File: src/rtl/demux_stream_1ton.sv
// 1-to-NCH valid/ready stream demultiplexer. Each channel has its own one-word output register.
// Words with an out-of-range select are accepted, discarded and counted in a saturating counter.
module demux_stream_1ton #(
   parameter int WIDTH = 8,
   parameter int SNUM  = 1,
   parameter int NCH   = 2,
   parameter int CNTW  = 8
) (
   input  logic                 clk,
   input  logic                 rst,
   input  logic [WIDTH-1:0]     i_data,
   input  logic [SNUM-1:0]      i_sel,
   input  logic                 i_valid,
   output logic                 i_ready,
   output logic [NCH*WIDTH-1:0] o_data,
   output logic [NCH-1:0]       o_valid,
   input  logic [NCH-1:0]       o_ready,
   output logic [CNTW-1:0]      drop_cnt
);
   typedef enum logic {EMPTY = 1'b0, FULL = 1'b1} ch_state_e;

   ch_state_e                 state_q [NCH];
   ch_state_e                 state_d [NCH];
   logic [NCH-1:0][WIDTH-1:0] data_q, data_d;
   logic [CNTW-1:0]           drop_q, drop_d;
   logic                      sel_ok;
   logic                      acc;
   logic [NCH-1:0]            load;

   always_comb begin
      // NOTE: every signal driven here gets a default first, so no path can infer a latch.
      sel_ok  = int'(i_sel) < NCH;
      i_ready = 1'b1;
      o_valid = '0;
      load    = '0;
      for (int c = 0; c < NCH; c++) begin
         if (sel_ok && (i_sel == SNUM'(c)))
            i_ready = (state_q[c] == EMPTY) || o_ready[c];
      end
      acc    = i_valid && i_ready;
      drop_d = drop_q;
      if (acc && !sel_ok && !(&drop_q))
         drop_d = drop_q + CNTW'(1);
      // A load wins over a drain, so a full channel can refill in the cycle it empties.
      for (int c = 0; c < NCH; c++) begin
         load[c]    = acc && sel_ok && (i_sel == SNUM'(c));
         o_valid[c] = (state_q[c] == FULL);
         state_d[c] = state_q[c];
         data_d[c]  = data_q[c];
         if (load[c]) begin
            state_d[c] = FULL;
            data_d[c]  = i_data;
         end else if (o_valid[c] && o_ready[c]) begin
            state_d[c] = EMPTY;
         end
      end
   end

   always_ff @(posedge clk) begin
      // NOTE: sequential state uses non-blocking assignments so every register samples pre-edge values.
      if (rst) begin
         // NOTE: the data registers are cleared as well, because o_data must read zero after reset.
         for (int c = 0; c < NCH; c++) state_q[c] <= EMPTY;
         data_q <= '0;
         drop_q <= '0;
      end else begin
         state_q <= state_d;
         data_q  <= data_d;
         drop_q  <= drop_d;
      end
   end

   assign o_data   = data_q;
   assign drop_cnt = drop_q;
endmodule

File: config.mk
export PLATFORM = sky130hd
export DESIGN_NAME = demux_stream_1ton
export DESIGN_NICKNAME = d
export VERILOG_FILES = /design/src/rtl/demux_stream_1ton.sv
export SDC_FILE = /design/constraint.sdc
export NUM_CORES = 1
export LEC_CHECK = 0
export CAP_MARGIN = 5
export CORE_MARGIN = 2
export CORE_UTILIZATION = 38
export DETAILED_ROUTE_END_ITERATION = 10
export GPL_TIMING_DRIVEN = 0
export HOLD_SLACK_MARGIN = 0.02
export PLACE_DENSITY = 0.84
export SLEW_MARGIN = 20
export SYNTH_ARGS = -nofsm -noshare
export SYNTH_HDL_FRONTEND = slang
export SYNTH_SLANG_ARGS = --single-unit
File: constraint.sdc
create_clock -name clk -period 2.65 [get_ports clk]
set_input_delay 0.3975 -clock clk [delete_from_list [all_inputs] [get_ports clk]]
set_output_delay 0.3975 -clock clk [all_outputs]
set_load 0.05 [all_outputs]
==> reports/qor.yml <==
run_status:
  status: "complete, no violations"
detailed_routing:
  first_iter_violations: 3
  wl_per_cell_microns: 11.7
  first_pass_iters: 3
  drc: 0
  vias_per_cell: 4.38
  via_count: 652
  ant_nets: 0
  drt-total-wl_mm: 1.75
global_routing:
  track_usage_pct: 14.5
  grt_max_degree: 11
  overflow: 0
  grt_pass1_wl_mm: 2.81
  antenna_found_initial: 0
  grt_pass1_vias: 686
worst_setup_path:
  cp.required_ns: 2.25
  crit_arrival_ns: 1.94
  worstPathMaxFanout: 4
  rr_endpoint: "o_data[4]$_SDFFE_PP0P_"
  setup.worst_path.end_class: "primary output"
  critPathKind: "in -> out"
  worst-r2r-cell-count: 4
  r2r_slack_ns: 1.62
  startpoint_type: "primary input"
  r2r_start: "o_valid[0]$_SDFFE_PP0P_"
hold_path:
  hold_depth: 2
  holdPathEnd: "o_data[7]$_SDFFE_PP0P_"
  hold_class: "reg -> reg"
  min-delay-start: "o_data[7]$_SDFFE_PP0P_"
die:
  top_level_ports: 41
  die_w_microns: 50.5
  num_rows: 16
  core_sq_um: 2000
  die_y_microns: 50.5
  dieArea_sq_um: 2550
  start_util_pct: 41.1
logic_synthesis:
  syn_inst: 79
  synthTopCellsByArea: "dfxtp_1, mux2i_1, nand2b_1"
  yosysTopAreaCell: "dfxtp_1"
  syn_area_sq_um: 823
  synthDistinctLibCells: 13
  ys_seq_elements: 18
  yosysSeqAreaShare_pct: 43.8
  syn_avg_cell_area_sq_um: 10.4
  synth_warnings: 0
  synth.top_cell.area_share_pct: 43.8
finish:
  fillers: 175
  n_antenna_cell: 0
  final_cells: 149
  syn_to_final_growth_pct: 50.6
  fin_util_pct: 61.9
  drive_gt1_share_pct: 13.1
  fin_area_sq_um: 1240
  nNetsFinal: 137
place:
  dpl.hpwl_mm: 1.41
  gp_congestion: 0.659
  numPlacedInstances: 145
  port-buffer-count: 32
  place_ws_ns: 0.304
  dpl_cell_area_sq_um: 1200
power:
  seq_power_share_pct: 45.9
  total_power_uw: 637
  power_leakage_nw: 0.533
  comb_power_share_pct: 28.6
  ir_drop_mv: 0.462
  power.density_nw_per_um2: 513
  p_sw_share_pct: 30.7
  clockPowerShare_pct: 25.4
  p_sw_uw: 196
  cell_internal_pwr_uw: 441
clock_network:
  ctsLongestPathBuffers: 2
  clk_pin_slew_ns: 0.10
  cts_root_buf: "clkbuf_4"
  postCtsSetupBuffers: 0
  cts_tree: "yes"
  cts-buffers-inserted: 3
  htreeDepth: 1
  clk_latency_ns: 0.28
  cts-hold-fix-buffers: 0
  ctsResizeCount: 0
  numClockSinks: 18
sta:
  setup-violations-final: 0
  timing.final.ws_setup_ns: 0.309
  final.min_clock_period_ns: 2.34
  period_share_pct: 88.3
  clock.fmax_mhz: 427
  skew_ns: 0.00555
  timing.hold.ws_ns: 0.482
  max_slew_margin_pct: 65.7
  grt_setup_unrepaired: "no"
  report.final.slew_viol_count: 0
  hold_violations: 0
  tightestPinTransition_ns: 0.514
  fin_tns_setup_ns: 0
run:
  maxCapViolations: 0
[cell type report]
class                      count  area, sq um  share of cell area (%)
multi-input combinational     56          403                    32.5
clock buffer                   4         36.3                    2.93
timing repair buffer          32          320                    25.8
tap                           27         33.8                    2.72
sequential                    18          360                    29.1
buffer                        12         86.3                    6.96
[state kept, by name (all words and copies together), names as in the netlist]
register,count
o_data,16
o_valid,2
[critical path: stages]
cell and delay, ns:
clkdlybuf4s50_1 0.51, mux2_2 0.34, clkdlybuf4s50_1 0.70
[cell usage in the layout, fill, tap and decap left out, types with 2 or more instances in the layout]
| cell | instances |
|---|---|
| a21oi_1 | 2 |
| mux2i_1 | 16 |
| dfxtp_1 | 18 |
| clkbuf_4 | 3 |
| nand2b_1 | 25 |
| clkbuf_1 | 2 |
| conb_1 | 8 |
| clkdlybuf4s50_1 | 32 |
| buf_4 | 9 |
[how the worst max path moves through the flow]
stage | slack (ns) | startpoint | endpoint | cells past startpoint
6_report | 0.31 | i_sel | i_ready | 3
4_1_cts | 0.31 | i_sel | i_ready | 3
3_3_place_gp | 0.31 | i_sel | i_ready | 3
3_5_place_dp | 0.30 | i_sel | i_ready | 3
5_1_grt | 0.26 | i_sel | i_ready | 3
2_1_floorplan | 1.09 | o_valid[1]$_SDFFE_PP0P_ | i_ready | 2
[metal layers]
metal | track usage, % | share of wire [%] | vias up
li1 | - | - | 328
met3 | 4.17 | 7.0 | 0
met5 | 0 | 0 | -
met1 | 14.5 | 40 | 301
met4 | 2.70 | 0 | 0
met2 | 29.2 | 53 | 23
[logic make-up after synthesis]
| group | Yosys count | synth area share (%) |
|---|---|---|
| DFF | 18 | 43.8 |
| and+or+nand+nor | 29 | 23.3 |
| other | 1 | 0.455 |
| AOI/OAI and AO/OA | 2 | 1.22 |
| muxes | 17 | 20.8 |
| buffers and inverters | 12 | 10.5 |
[synth_stat cells]
cell type	number
nand2b_4	1
mux2i_1	16
a21oi_1	2
and3b_1	1
clkbuf_1	2
buf_4	9
nand2b_1	25
conb_1	1
nand3b_1	1
mux2_2	1
dfxtp_1	18
buf_6	1
nand3_1	1
[power by group through the flow]
| stage | clock (mW) | sequential (mW) | combinational, mW |
|---|---|---|---|
| after floorplan | 0 | 0.348 | 0.0746 |
| after global placement | 0 | 0.298 | 0.180 |
| after detailed placement | 0 | 0.299 | 0.182 |
| after CTS | 0.168 | 0.293 | 0.183 |
| after global routing | 0.177 | 0.294 | 0.191 |
| final | 0.162 | 0.293 | 0.182 |
Note: power is estimated with default switching activity, not from simulation.
==> variant 1: new RTL, config.mk and constraints unchanged <==
Make the reset (`rst`) asynchronous in one clocked block.
--- a/src/rtl/demux_stream_1ton.sv
+++ b/src/rtl/demux_stream_1ton.sv
@@ -56,7 +56,7 @@
       end
    end
 
-   always_ff @(posedge clk) begin
+   always_ff @(posedge clk or posedge rst) begin
       // NOTE: sequential state uses non-blocking assignments so every register samples pre-edge values.
       if (rst) begin
          // NOTE: the data registers are cleared as well, because o_data must read zero after reset.
Check against the original RTL: differs if rst is asserted again (counterexample within 4 cycles, from zero or initial values and one cycle with rst high); with rst held inactive, the same outputs for 10 cycles.
==> variant 1 against the unedited design <==
- clock skew fell by 2.7 ps
- area after synthesis fell by 0.76%
- cell count fell by 16%
- wire length fell by 7.1%
- sequential cell count did not move
- cell area fell by 0.50%
- first-iteration DRC count fell by 67%
- synthesized cell count fell by 30%
- worst setup slack got worse by 91 ps
Power is not compared: it rests on default switching activity, and its combinational part moved more than twofold at a synthesized area within 25%.
==> variant 1: results (changes against the unedited design) <==
[outcome]
outcome=complete, no violations  ; unchanged

[clocking]
holdBufCountCts=0  ; unchanged
clock_latency_ps=290

[routing]
wl_met2_um=896  ; was 929 um
dr.pass1.iters=2  ; was 3
route.met3.wl_um=72  ; was 123 um
vias_per_cell=4.37  ; was 4.38
dr.max_layer_used=met4  ; was met3
wl_met1_um=632  ; was 696 um
post_drt_wl_per_cell_um=13.0  ; was 11.7 um
drt_iter0_markers=1  ; was 3

[critical_path]
critical_path_arrival_ps=2030  ; was 1940 ps
worstPathMaxFanout=3  ; was 4
max_stage_delay_ps=810  ; was 700 ps

[pwr]
internal-power_mw=0.566
max-vdd-ir-drop_uv=401

[global_route]
grt_pass1_vias=575  ; was 686
grt_usage_pct=14.2  ; was 14.5%
grt_start_max_net_pins=19  ; was 11
grt_pass1_wl_um=2580  ; was 2810 um

[place]
dpl_cell_area_sq_mm=0.00120  ; about the same
post-dp-hpwl_um=1200  ; was 1410 um
gp_congestion=0.598  ; was 0.659

[synth]
ys_async_sr_fraction_pct=100  ; was 0%
ys_seq_area_share_pct=55.1  ; was 43.8%
synth_commonest_cells=18 x dfrtp_1, 8 x buf_4, 8 x mux2_2, 8 x mux2_4, 2 x nand2_1  ; was 25 x nand2b_1, 18 x dfxtp_1, 16 x mux2i_1, 9 x buf_4
synth_ff_type=dfrtp_1  ; was dfxtp_1
yosysUniqueCellTypes=16  ; was 13
yosysWarnings=0  ; unchanged
synthTopCellsByArea=dfrtp_1 55%, mux2_4 15%, mux2_2 11%  ; was dfxtp_1 44%, mux2i_1 19%, nand2b_1 19%

[sta]
tightest_slew_ps=679  ; was 514 ps
fin_skew_ps=2.86  ; was 5.55 ps

[worst_hold_path]
hp-class=in2async  ; was reg2reg

[layout]
fillers=172  ; was 175
drive_above_1_share_pct=33.7  ; was 13.1%
finalNetCount=113  ; was 137

==> variant 1: cell type report <==
type / instances / area, sq um / area share (%)
clock buffer: 4 / 36.3 / 2.94
timing repair buffer: 32 / 320 / 26.0
buffer: 9 / 71.3 / 5.78
sequential: 18 / 450 / 36.5
inverter: 1 / 3.75 / 0.304
tap: 27 / 33.8 / 2.74
multi-input combinational: 34 / 318 / 25.8
==> variant 1: critical path: cells and delay by family <==
kind	cells	cell delay [ps]
AO/OA/AOI/OAI	1	150
buffers and inverters	2	1260
AND/OR/NAND/NOR	1	220
==> variant 1: worst paths after layout <==
kind / startpoint / end / slack (ps) / depth (start not counted)
max: o_ready[1] / i_ready / 220 / 4
min: rst / o_data[6]$_DFFE_PP0P_ / 500 / 2
max reg2reg: o_valid[1]$_DFFE_PP0P_ / o_data[11]$_DFFE_PP0P_ / 1330 / 3
min reg2reg: o_data[6]$_DFFE_PP0P_ / o_data[6]$_DFFE_PP0P_ / 520 / 1
max in group asynchronous: rst / o_data[4]$_DFFE_PP0P_ / 1720 / 2
min in group clk: o_data[6]$_DFFE_PP0P_ / o_data[6]$_DFFE_PP0P_ / 520 / 1
==> variant 1: per-layer routing <==
layer | GRT usage, % | up-vias
met2 | 26.5 | 24
met4 | 8.11 | 0
met5 | 0 | -
li1 | - | 252
met1 | 14.3 | 268
met3 | 2.98 | 2
==> variant 1: cells by family after synthesis <==
logic type	after synthesis	share of synthesized area (%)
buf+inv	10	9.19
flops	18	55.1
other cells	1	0.459
mux	16	25.7
simple gates	8	7.81
compound gates	2	1.68
==> variant 1: power groups by stage <==
stage	clock, mW	sequential, mW	combinational, mW
2_1_floorplan	0	0.519	0.115
3_3_place_gp	0	0.350	0.413
3_5_place_dp	0	0.353	0.418
4_1_cts	0.173	0.348	0.419
5_1_grt	0.184	0.353	0.432
6_report	0.166	0.347	0.416
==> variant 1: per-stage QoR <==
stage                     cells  worst slack, ps
final                       125              218
after global routing        125              106
after CTS                   125              217
after detailed placement    121              232
after global placement      121              226
after floorplan              62              621
==> variant 2: new RTL, same flow settings <==
Without the edit above. The parameter `SNUM` goes from 1 to 2.
--- a/src/rtl/demux_stream_1ton.sv
+++ b/src/rtl/demux_stream_1ton.sv
@@ -2,7 +2,7 @@
 // Words with an out-of-range select are accepted, discarded and counted in a saturating counter.
 module demux_stream_1ton #(
    parameter int WIDTH = 8,
-   parameter int SNUM  = 1,
+   parameter int SNUM  = 2,
    parameter int NCH   = 2,
    parameter int CNTW  = 8
 ) (
Interface: changed (resized i_sel); port bits go from 41 to 42. No check against the original RTL was run, so the function may have changed too.
==> variant 2 against the unedited design <==
- area after synthesis is 28% higher
- hold slack got worse by 44 ps
- wire length rose by 45%
- cell area up 23%
- critical path type unchanged
- fmax is 0.19% higher
- power grew 16%
- highest routed layer is now met4
- register-to-register slack got worse by 580 ps
- critical endpoint unchanged
- sequential power grew 40%
- global-route usage grew 3.0 points
- sequential cell count up 8
- via count is 45% higher
- worst setup slack better by 4.4 ps
- combinational power is 29% lower
==> variant 2: results (changes against the unedited design) <==
[routing]
vias=943  ; was 652
wirelength_um=2540  ; was 1750 um
dr.pass1.iters=4  ; was 3
wl_met1_um=1010  ; was 696 um
route.met3.wl_um=229  ; was 123 um
dr.max_layer_used=met4  ; was met3
wl_met2_um=1240  ; was 929 um

[global_route]
grt_pass1_wl_um=4400  ; was 2810 um
use_met2_pct=28.9  ; was 29.2%
grt_use_met1_pct=19.7  ; was 14.5%
met3_usage_pct=6.91  ; was 4.17%
grt_pass1_vias=985  ; was 686
grt_usage_pct=17.5  ; was 14.5%

[critical_path]
max_stage_delay_ps=790  ; was 700 ps
r2r_cells=5  ; was 4
critPathLaunch=o_ready[1]  ; was i_sel
r2r_start=drop_cnt[0]$_SDFFE_PP0P_  ; was o_valid[0]$_SDFFE_PP0P_
timing.rr.end=drop_cnt[5]$_SDFFE_PP0P_  ; was o_data[4]$_SDFFE_PP0P_

[place]
gp_congestion=0.746  ; was 0.659
post-dp-hpwl_um=1920  ; was 1410 um
dpl_cell_area_sq_mm=0.00149  ; was 0.00120 sq mm

[layout]
drive_above_1_share_pct=6.00  ; was 13.1%
finalNetCount=167  ; was 137

[synth]
yosysUniqueCellTypes=25  ; was 13
synthTopCellsByArea=dfxtp_1 49%, mux2i_1 18%, nor2_1 7.1%  ; was dfxtp_1 44%, mux2i_1 19%, nand2b_1 19%
synth_compound_area_share_pct=8.07  ; was 1.22%
synthXorXnorAreaFrac_pct=1.66  ; was 0%
ys_seq_area_share_pct=49.3  ; was 43.8%
synth_fa_ha_area_share_pct=1.19  ; was 0%
synthMuxAreaShare_pct=18.0  ; was 20.8%

[clocking]
clock_latency_ps=320  ; was 280 ps

[worst_hold_path]
min_to=o_valid[0]$_SDFFE_PP0P_  ; was o_data[7]$_SDFFE_PP0P_

[sta]
fin_skew_ps=5.58  ; was 5.55 ps
tightest_slew_ps=526  ; was 514 ps

[outcome]
outcome=complete, no violations  ; unchanged

[pwr]
leakagePower_nw=0.608  ; was 0.533 nW
max-vdd-ir-drop_uv=340  ; was 462 uV
netSwitchingFraction_pct=26.6  ; was 30.7%
power_sequential_mw=0.409  ; was 0.293 mW

-- variant 2: cell types whose count changed after synthesis, moves of 4 or more --
| cell | delta |
|---|---|
| nor2_1 | +20 |
| nand2b_1 | -21 |
| dfxtp_1 | +8 |
| nand2_1 | +4 |
| buf_4 | -9 |
-- variant 2: area by class of cell --
type                    count  area, sq um
plain buffers               5         21.3
clock buffers               4         36.3
fillers                   247         1160
multi-input cells          75          513
flip-flops and latches     26          520
well taps                  31         38.8
repair buffers             40          400
-- variant 2: per-stage QoR --
step           hold WS, ps  instances  total power, mW
3_3_place_gp           473        177            0.543
2_1_floorplan          538        106            0.493
5_1_grt                434        181            0.771
6_report               439        181            0.736
3_5_place_dp           485        177            0.547
4_1_cts                446        181            0.744
-- variant 2: cells by family after synthesis --
kind of cell             Yosys count
buffers and inverters              5
AND/OR/NAND/NOR                   42
adder cells (fa/ha/maj)            1
flip-flops                        26
multiplexers                      19
AO/OA/AOI/OAI                     11
XOR/XNOR                           2
